### config.mk
export PLATFORM = sky130hd
export DESIGN_NAME = dmem_port_arbiter
export DESIGN_NICKNAME = d
export VERILOG_FILES = /design/src/rtl/dmem_port_arbiter.sv
export SDC_FILE = /design/constraint.sdc
export NUM_CORES = 1
export LEC_CHECK = 0
export ABC_AREA = 1
export CORE_ASPECT_RATIO = 0.5
export CORE_MARGIN = 2
export CORE_UTILIZATION = 35
export DETAILED_ROUTE_END_ITERATION = 10
export PLACE_DENSITY = 0.67
export SYNTH_ARGS = -nofsm -noshare
export SYNTH_HDL_FRONTEND = slang
export SYNTH_SLANG_ARGS = --single-unit
### constraint.sdc
create_clock -name CLK -period 14.4 [get_ports CLK]
set_clock_uncertainty 0.1 [all_clocks]
set_input_delay 3.6 -clock CLK [delete_from_list [all_inputs] [get_ports CLK]]
set_output_delay 3.6 -clock CLK [all_outputs]
set_load 0.05 [all_outputs]
### src/rtl/dmem_port_arbiter.sv
// Two-port round-robin arbiter for a single big-endian data memory port.
// Each access takes three cycles: IDLE (grant), ACCESS (enables high), RESP (ack).
module dmem_port_arbiter #(
   parameter int unsigned MEM_BYTES = 32,
   parameter int unsigned DATA_W    = 32
) (
   input  logic              CLK,
   input  logic              Reset,
   // CPU load/store port
   input  logic              c_req,
   input  logic              c_we,
   input  logic [31:0]       c_addr,
   input  logic [DATA_W-1:0] c_wdata,
   output logic              c_ack,
   output logic [DATA_W-1:0] c_rdata,
   output logic              c_err,
   // debug / DMA loader port
   input  logic              d_req,
   input  logic              d_we,
   input  logic [31:0]       d_addr,
   input  logic [DATA_W-1:0] d_wdata,
   output logic              d_ack,
   output logic [DATA_W-1:0] d_rdata,
   output logic              d_err,
   // data memory
   output logic              mem_Wren,
   output logic              mem_Read,
   output logic [31:0]       mem_DAddr,
   output logic [DATA_W-1:0] mem_Data,
   input  logic [DATA_W-1:0] mem_Mout
);

   localparam int unsigned ADDR_W    = 32;
   localparam logic [ADDR_W-1:0] LAST_WORD = ADDR_W'(MEM_BYTES - 4);

   typedef enum logic [1:0] {
      ST_IDLE   = 2'd0,
      ST_ACCESS = 2'd1,
      ST_RESP   = 2'd2
   } state_e;

   state_e              state_q, state_d;
   logic                gnt_d_q, gnt_d_d;        // winner of current access: 1 = port D
   logic                last_d_q, last_d_d;      // last granted port: 1 = port D
   logic                illegal_q, illegal_d;
   logic                wren_q, wren_d;
   logic                read_q, read_d;
   logic [ADDR_W-1:0]   daddr_q, daddr_d;
   logic [DATA_W-1:0]   wdata_q, wdata_d;
   logic                c_ack_q, c_ack_d;
   logic                c_err_q, c_err_d;
   logic [DATA_W-1:0]   c_rdata_q, c_rdata_d;
   logic                d_ack_q, d_ack_d;
   logic                d_err_q, d_err_d;
   logic [DATA_W-1:0]   d_rdata_q, d_rdata_d;

   // Winner selection and payload mux for a grant taken in IDLE
   logic                sel_d_c;
   logic                sel_we_c;
   logic [ADDR_W-1:0]   sel_addr_c;
   logic [DATA_W-1:0]   sel_wdata_c;
   logic                sel_legal_c;

   // Pick the winner: sole requester, or on a tie the port not granted last
   always_comb begin
      sel_d_c     = d_req & (~c_req | ~last_d_q);
      sel_we_c    = sel_d_c ? d_we    : c_we;
      sel_addr_c  = sel_d_c ? d_addr  : c_addr;
      sel_wdata_c = sel_d_c ? d_wdata : c_wdata;
      sel_legal_c = (sel_addr_c[1:0] == 2'b00) && (sel_addr_c <= LAST_WORD);
   end

   // Next-state and registered-output logic
   always_comb begin
      state_d   = state_q;
      gnt_d_d   = gnt_d_q;
      last_d_d  = last_d_q;
      illegal_d = illegal_q;
      wren_d    = wren_q;
      read_d    = read_q;
      daddr_d   = daddr_q;
      wdata_d   = wdata_q;
      c_ack_d   = 1'b0;
      c_err_d   = 1'b0;
      c_rdata_d = c_rdata_q;
      d_ack_d   = 1'b0;
      d_err_d   = 1'b0;
      d_rdata_d = d_rdata_q;

      unique case (state_q)
         ST_IDLE: begin
            if (c_req || d_req) begin
               gnt_d_d   = sel_d_c;
               last_d_d  = sel_d_c;
               daddr_d   = sel_addr_c;
               wdata_d   = sel_wdata_c;
               illegal_d = ~sel_legal_c;
               wren_d    = sel_legal_c & sel_we_c;
               read_d    = sel_legal_c & ~sel_we_c;
               state_d   = ST_ACCESS;
            end
         end
         ST_ACCESS: begin
            wren_d = 1'b0;
            read_d = 1'b0;
            if (gnt_d_q) begin
               d_ack_d = 1'b1;
               d_err_d = illegal_q;
               if (illegal_q)   d_rdata_d = '0;
               else if (read_q) d_rdata_d = mem_Mout;
            end else begin
               c_ack_d = 1'b1;
               c_err_d = illegal_q;
               if (illegal_q)   c_rdata_d = '0;
               else if (read_q) c_rdata_d = mem_Mout;
            end
            state_d = ST_RESP;
         end
         ST_RESP: begin
            state_d = ST_IDLE;
         end
         default: begin
            wren_d  = 1'b0;
            read_d  = 1'b0;
            state_d = ST_IDLE;
         end
      endcase
   end

   // State and output registers; reset aborts any access in flight
   always_ff @(posedge CLK or posedge Reset) begin
      if (Reset) begin
         state_q   <= ST_IDLE;
         gnt_d_q   <= 1'b0;
         last_d_q  <= 1'b1;
         illegal_q <= 1'b0;
         wren_q    <= 1'b0;
         read_q    <= 1'b0;
         daddr_q   <= '0;
         wdata_q   <= '0;
         c_ack_q   <= 1'b0;
         c_err_q   <= 1'b0;
         c_rdata_q <= '0;
         d_ack_q   <= 1'b0;
         d_err_q   <= 1'b0;
         d_rdata_q <= '0;
      end else begin
         state_q   <= state_d;
         gnt_d_q   <= gnt_d_d;
         last_d_q  <= last_d_d;
         illegal_q <= illegal_d;
         wren_q    <= wren_d;
         read_q    <= read_d;
         daddr_q   <= daddr_d;
         wdata_q   <= wdata_d;
         c_ack_q   <= c_ack_d;
         c_err_q   <= c_err_d;
         c_rdata_q <= c_rdata_d;
         d_ack_q   <= d_ack_d;
         d_err_q   <= d_err_d;
         d_rdata_q <= d_rdata_d;
      end
   end

   assign c_ack     = c_ack_q;
   assign c_err     = c_err_q;
   assign c_rdata   = c_rdata_q;
   assign d_ack     = d_ack_q;
   assign d_err     = d_err_q;
   assign d_rdata   = d_rdata_q;
   assign mem_Wren  = wren_q;
   assign mem_Read  = read_q;
   assign mem_DAddr = daddr_q;
   assign mem_Data  = wdata_q;

endmodule

Word-level counts from Yosys, hierarchy flattened
Index checks and enable logic that the tools add are counted.
- order comparisons: 1
- equal/unequal tests: 3
- muxes and demuxes: 19
- bitwise operators: 10
- reductions and logical operators: 9
- operators with widths (operator ; count):
    32-bit two-way mux ; 4
    32-bit by 5-bit <= comparator with 1-bit output, second input constant ; 1
    1-bit two-way mux ; 11
    1-bit NOT ; 6
    3-bit AND reduction ; 2
    2-bit logical NOT ; 2
    1-bit case mux with 2 select lines ; 2
    2-bit case mux with 2 select lines ; 1
    2-bit AND reduction ; 2
    1-bit AND ; 3
    2-bit by 1-bit equality test with 1-bit output, second input constant ; 1
    2-bit equality test, second input constant ; 1
    2-bit two-way mux ; 1
    2-bit != test, second input constant ; 1
    2-bit nonzero test ; 1
    1-bit logical AND ; 1
    1-bit logical OR ; 1
    1-bit bitwise OR ; 1
- bits in registers: 139
- input bits: 166
- output and inout bits: 134
- word-level logic and storage cells: 56

Logic depth before layout (Yosys ltp)
- depth after elaboration: 9
- gate-level depth with buffers: 13
- gate-level depth less buffers: 11

Worst setup path before layout
Ideal clock, no wire load.
- kind: input to register
- start: input port c_req
- end: register illegal_q
- library setup time: 117 ps
- arrival time: 4527 ps
- required time: 14183 ps
- setup slack: 9656 ps
- stages: 12
- buffers on the path: 2
- cells stage by stage: nand2_2 -> nand2_2 -> buf_6 -> buf_6 -> nand2_1 -> nand2_1 -> nor2_1 -> nand3_1 -> nor2_2 -> nand2_1 -> nand2_1 -> nand2_1
- longest elaborated chain between the ends: 7
- elaborated cells on any way between the ends: 10
- those cells by class: order compare: 1; mux: 1; bitwise: 4; reduce/logical: 4
- RTL lines (element ; RTL line ; text):
    start, declared ; 10 ; input logic c_req,
    1-bit NOT ; 66 ; sel_d_c = d_req & (~c_req | ~last_d_q);
    1-bit bitwise OR ; 66 ;
    1-bit AND ; 66 ;
    32-bit two-way mux ; 68 ; sel_addr_c = sel_d_c ? d_addr : c_addr;
    32-bit by 5-bit <= comparator with 1-bit output / 2-bit logical NOT (equally long branches) ; 70 ; sel_legal_c = (sel_addr_c[1:0] == 2'b00) && (sel_addr_c <= LAST_WORD);
    1-bit logical AND ; 70 ;
    1-bit NOT ; 97 ; illegal_d = ~sel_legal_c;
    end signal, assigned ; 151 ; illegal_q <= illegal_d;
    end, declared ; 45 ; logic illegal_q, illegal_d;
Several ways; a longest one is shown, not always the timed one.
A chain may end at the register's enable or synchronous reset.

Final worst setup path
- start: input port d_req
- end: register illegal_q
- longest elaborated chain between the ends: 5
- elaborated cells on any way between the ends: 8
- those cells by class: order compare: 1; mux: 1; bitwise: 2; reduce/logical: 4
- RTL lines (element ; RTL line ; text):
    start, declared ; 18 ; input logic d_req,
    1-bit AND ; 66 ;
    32-bit two-way mux ; 68 ;
    32-bit by 5-bit <= comparator with 1-bit output / 2-bit logical NOT (equally long branches) ; 70 ;
    1-bit logical AND ; 70 ;
    1-bit NOT ; 97 ;
Several ways; a longest one is shown, not always the timed one.

==> flow_summary_export.csv <==
group,metric,value,unit
layout,fillers,1530,
cts,path_clk_slew,0.06,ns
min_path,hold_start,"last_d_q",
power,ir_drop,0.1068,mV
worst_setup_path,crit_required,14.59,ns
yosys,synthTopCellsByArea,"dfrtp_1, mux2_2, nand2_1",
global_route,grt-ovfl-total,0,
yosys,synth_seq_area_share,54.69,%
global_route,gr-usage-all-layers,20.36,%
detailed_routing,ant_nets,0,
power,leakage,0.004613,µW
layout,finish.instance_area,0.01009,mm²
yosys,synth_cell_types,25,
yosys,synth_top_area_cell,"dfrtp_1",
detailed_routing,avgRoutedWirePerCell,16.26,µm
sta,finalCritPeriodShare,42.77,%
detailed_routing,num_vias,5658,
power,pwr-share-seq,26.2,%
cts,cts_sinks,139,
detailed_routing,wl,19710,µm
yosys,synth_nets,847,
layout,finalNetCount,1131,
yosys,synthCells,681,
yosys,syn_area_per_cell,9.343,µm²
layout,regArea,0.003480,mm²
yosys,async_flop_share,100.0,%
floorplanning,core_area,0.01757,mm²
sta,drv_slew,0,
worst_setup_path,path_class,"input pin to register",
placement,postPlaceCellArea,0.009460,mm²
sta,tns,0,ns
yosys,yosysWarnings,0,
job,drv_cap,0,
cts,ctsHoldBuffers,0,
power,power_switching,1202,µW
placement,routabilityCongestion,0.8914,
placement,io_buffers,299,
worst_setup_path,path_max_fanout,65,
layout,num_antenna_cells,0,
floorplanning,die_h,99.34,µm
sta,finalSetupViolations,0,
power,combPwrFrac,55.5,%
detailed_routing,drc,0,
cts,cts_resized,0,
global_route,antenna_found_initial,0,
power,p_clk_share,18.3,%
cts,post_cts_buffers,0,
power,switching_share,47.48,%
detailed_routing,routed_via_density,4.668,
min_path,min_path_type,"register to register",
yosys,ys_seq_elements,139,
detailed_routing,drt_iter0_drc,342,
yosys,syn_area,0.006362,mm²
global_route,grt_pass1_wl,30950,µm
global_route,grt_pass1_vias,5650,
floorplanning,dieArea,0.01934,mm²
cts,cts_tree,"yes",
cts,cts_max_path_buffers,2,
yosys,synthFlopType,"dfrtp_1",
sta,min_period,6.159,ns
power,p_per_area,250.9,mW/mm²
floorplanning,io_pins,300,
layout,multi_input_area,0.002405,mm²
sta,max_freq,162.4,MHz
outcome,outcome,"complete, no violations",
layout,drive_gt1_share,11.15,%
cts,clkLatencyLatePin,0.40,ns
detailed_routing,drtPass1Iterations,4,
sta,tightest_slew,1.174,ns
power,p_int,1329,µW
worst_setup_path,critPathLaunch,"d_req",
worst_setup_path,arrival,6.35,ns
worst_setup_path,crit_path_end_kind,"register",
cts,cts-root-buf,"clkbuf_16",
global_route,grt_max_degree,86,
placement,hpwl,14040,µm
sta,hold_viol,0,
sta,rsz0062_at_grt,"false",
cts,numCtsBuffers,17,
worst_setup_path,rr_startpoint,"last_d_q",
layout,syn_to_final_growth,58.52,%
yosys,synth_top_area_share,54.28,%
floorplanning,initial_utilization,36.21,%
worst_setup_path,startpoint_type,"input pin",
cts,htree_levels,4,
yosys,synth_edf_count,0,
sta,relSlewSlack,21.51,%
floorplanning,rows,34,
floorplanning,die_x,194.7,µm
==> area by class of cell <==
cell class,count,area share [%]
Multi-Input combinational cell,438,23.84
Clock buffer,19,4.292
Tap cell,234,2.903
Sequential cell,139,34.50
Inverter,64,2.431
Clock inverter,13,1.910
Timing Repair Buffer,305,30.12
==> state kept, by name, summed over array words and instances, names as in the netlist, 2 cells and up <==
signal     flops
c_rdata       32
d_rdata       32
mem_DAddr     32
mem_Data      32
state_q        2
==> critical path, stage by stage <==
cell             delay (ns)
clkdlybuf4s50_1        1.02
nand2_2                0.28
buf_4                  0.64
nand2_1                0.10
nand2_1                0.11
nand2_1                0.06
nor2_1                 0.11
nand2_1                0.07
nor2_2                 0.14
nand2_1                0.06
nand2_1                0.05
nand2_1                0.05
==> cell usage after synthesis, types with 2 or more instances <==
library cell  instances
nand3b_1             21
dfrtp_1             138
nor3_1                2
o21ai_1              12
nand2_2               4
buf_4                 8
o21ai_0              81
nand2_1             142
inv_1                63
nor2_2                3
mux2_2               60
nor2_1               88
nand3_1              10
mux2_1                4
buf_2                11
buf_1                 3
buf_6                 7
a31oi_1               7
clkbuf_1             11
==> stage by stage <==
stage / total power (µW) / utilization (%) / hold slack (ns) / setup slack (ns) / cells
finish: 2531 / 57.41 / 0.3689 / 8.241 / 1212
global route: 2658 / 57.41 / 0.3931 / 7.946 / 1212
CTS: 2557 / 57.41 / 0.3711 / 8.280 / 1212
detailed placement: 2082 / 53.85 / 0.3615 / 7.871 / 1180
global placement: 2065 / 53.85 / 0.3589 / 7.888 / 1180
floorplan: 1588 / - / 0.3505 / 6.977 / 681
==> layer usage <==
metal	up-vias	routed length, µm	GRT usage (%)
met5	-	0	0
met4	0	337	6.213
met3	21	756	3.052
met2	149	9970	35.79
met1	2729	8641	26.28
li1	2759	-	-
==> final timing paths <==
| check | to | slack [ns] | depth (start not counted) |
|---|---|---|---|
| max | illegal_q | 8.24 | 12 |
| min | last_d_q | 0.37 | 2 |
| max reg2reg | illegal_q | 11.71 | 12 |
| min reg2reg | last_d_q | 0.37 | 2 |
| max in group asynchronous | d_ack | 9.32 | 3 |
| min in group asynchronous | mem_Data[28] | 3.61 | 2 |
==> cells in the final DEF (no fill, tap or decap), types with 3 or more instances in the layout <==
master / Yosys / routed
a31oi_1: 7 / 7
clkbuf_16: 0 / 17
dfrtp_1: 138 / 138
inv_6: 0 / 3
nand2_2: 4 / 5
inv_1: 63 / 62
clkinvlp_4: 0 / 5
mux2_1: 4 / 4
buf_4: 8 / 6
nand3b_1: 21 / 21
nor2_1: 88 / 88
clkdlybuf4s50_1: 0 / 299
nand2_1: 142 / 141
o21ai_1: 12 / 12
bufinv_16: 0 / 4
mux2_2: 60 / 60
nor2_2: 3 / 3
o21ai_0: 81 / 81
nand3_1: 10 / 10
==> cell families after synthesis <==
logic type	count (synthesis)	synth area share [%]
AO/OA/AOI/OAI	101	8.083
buffers and inverters	104	7.650
flip-flops	139	54.69
multiplexers	65	11.48
AND/OR/NAND/NOR	272	18.09
==> power by group through the flow <==
stage | clock network (µW) | registers, µW | logic [µW]
3_5_place_dp | 0 | 666 | 1420
5_1_grt | 491 | 685 | 1480
6_report | 463 | 662 | 1410
4_1_cts | 474 | 663 | 1420
2_1_floorplan | 0 | 1240 | 353
3_3_place_gp | 0 | 660 | 1400
No activity file was read; power rests on OpenSTA's default activity.
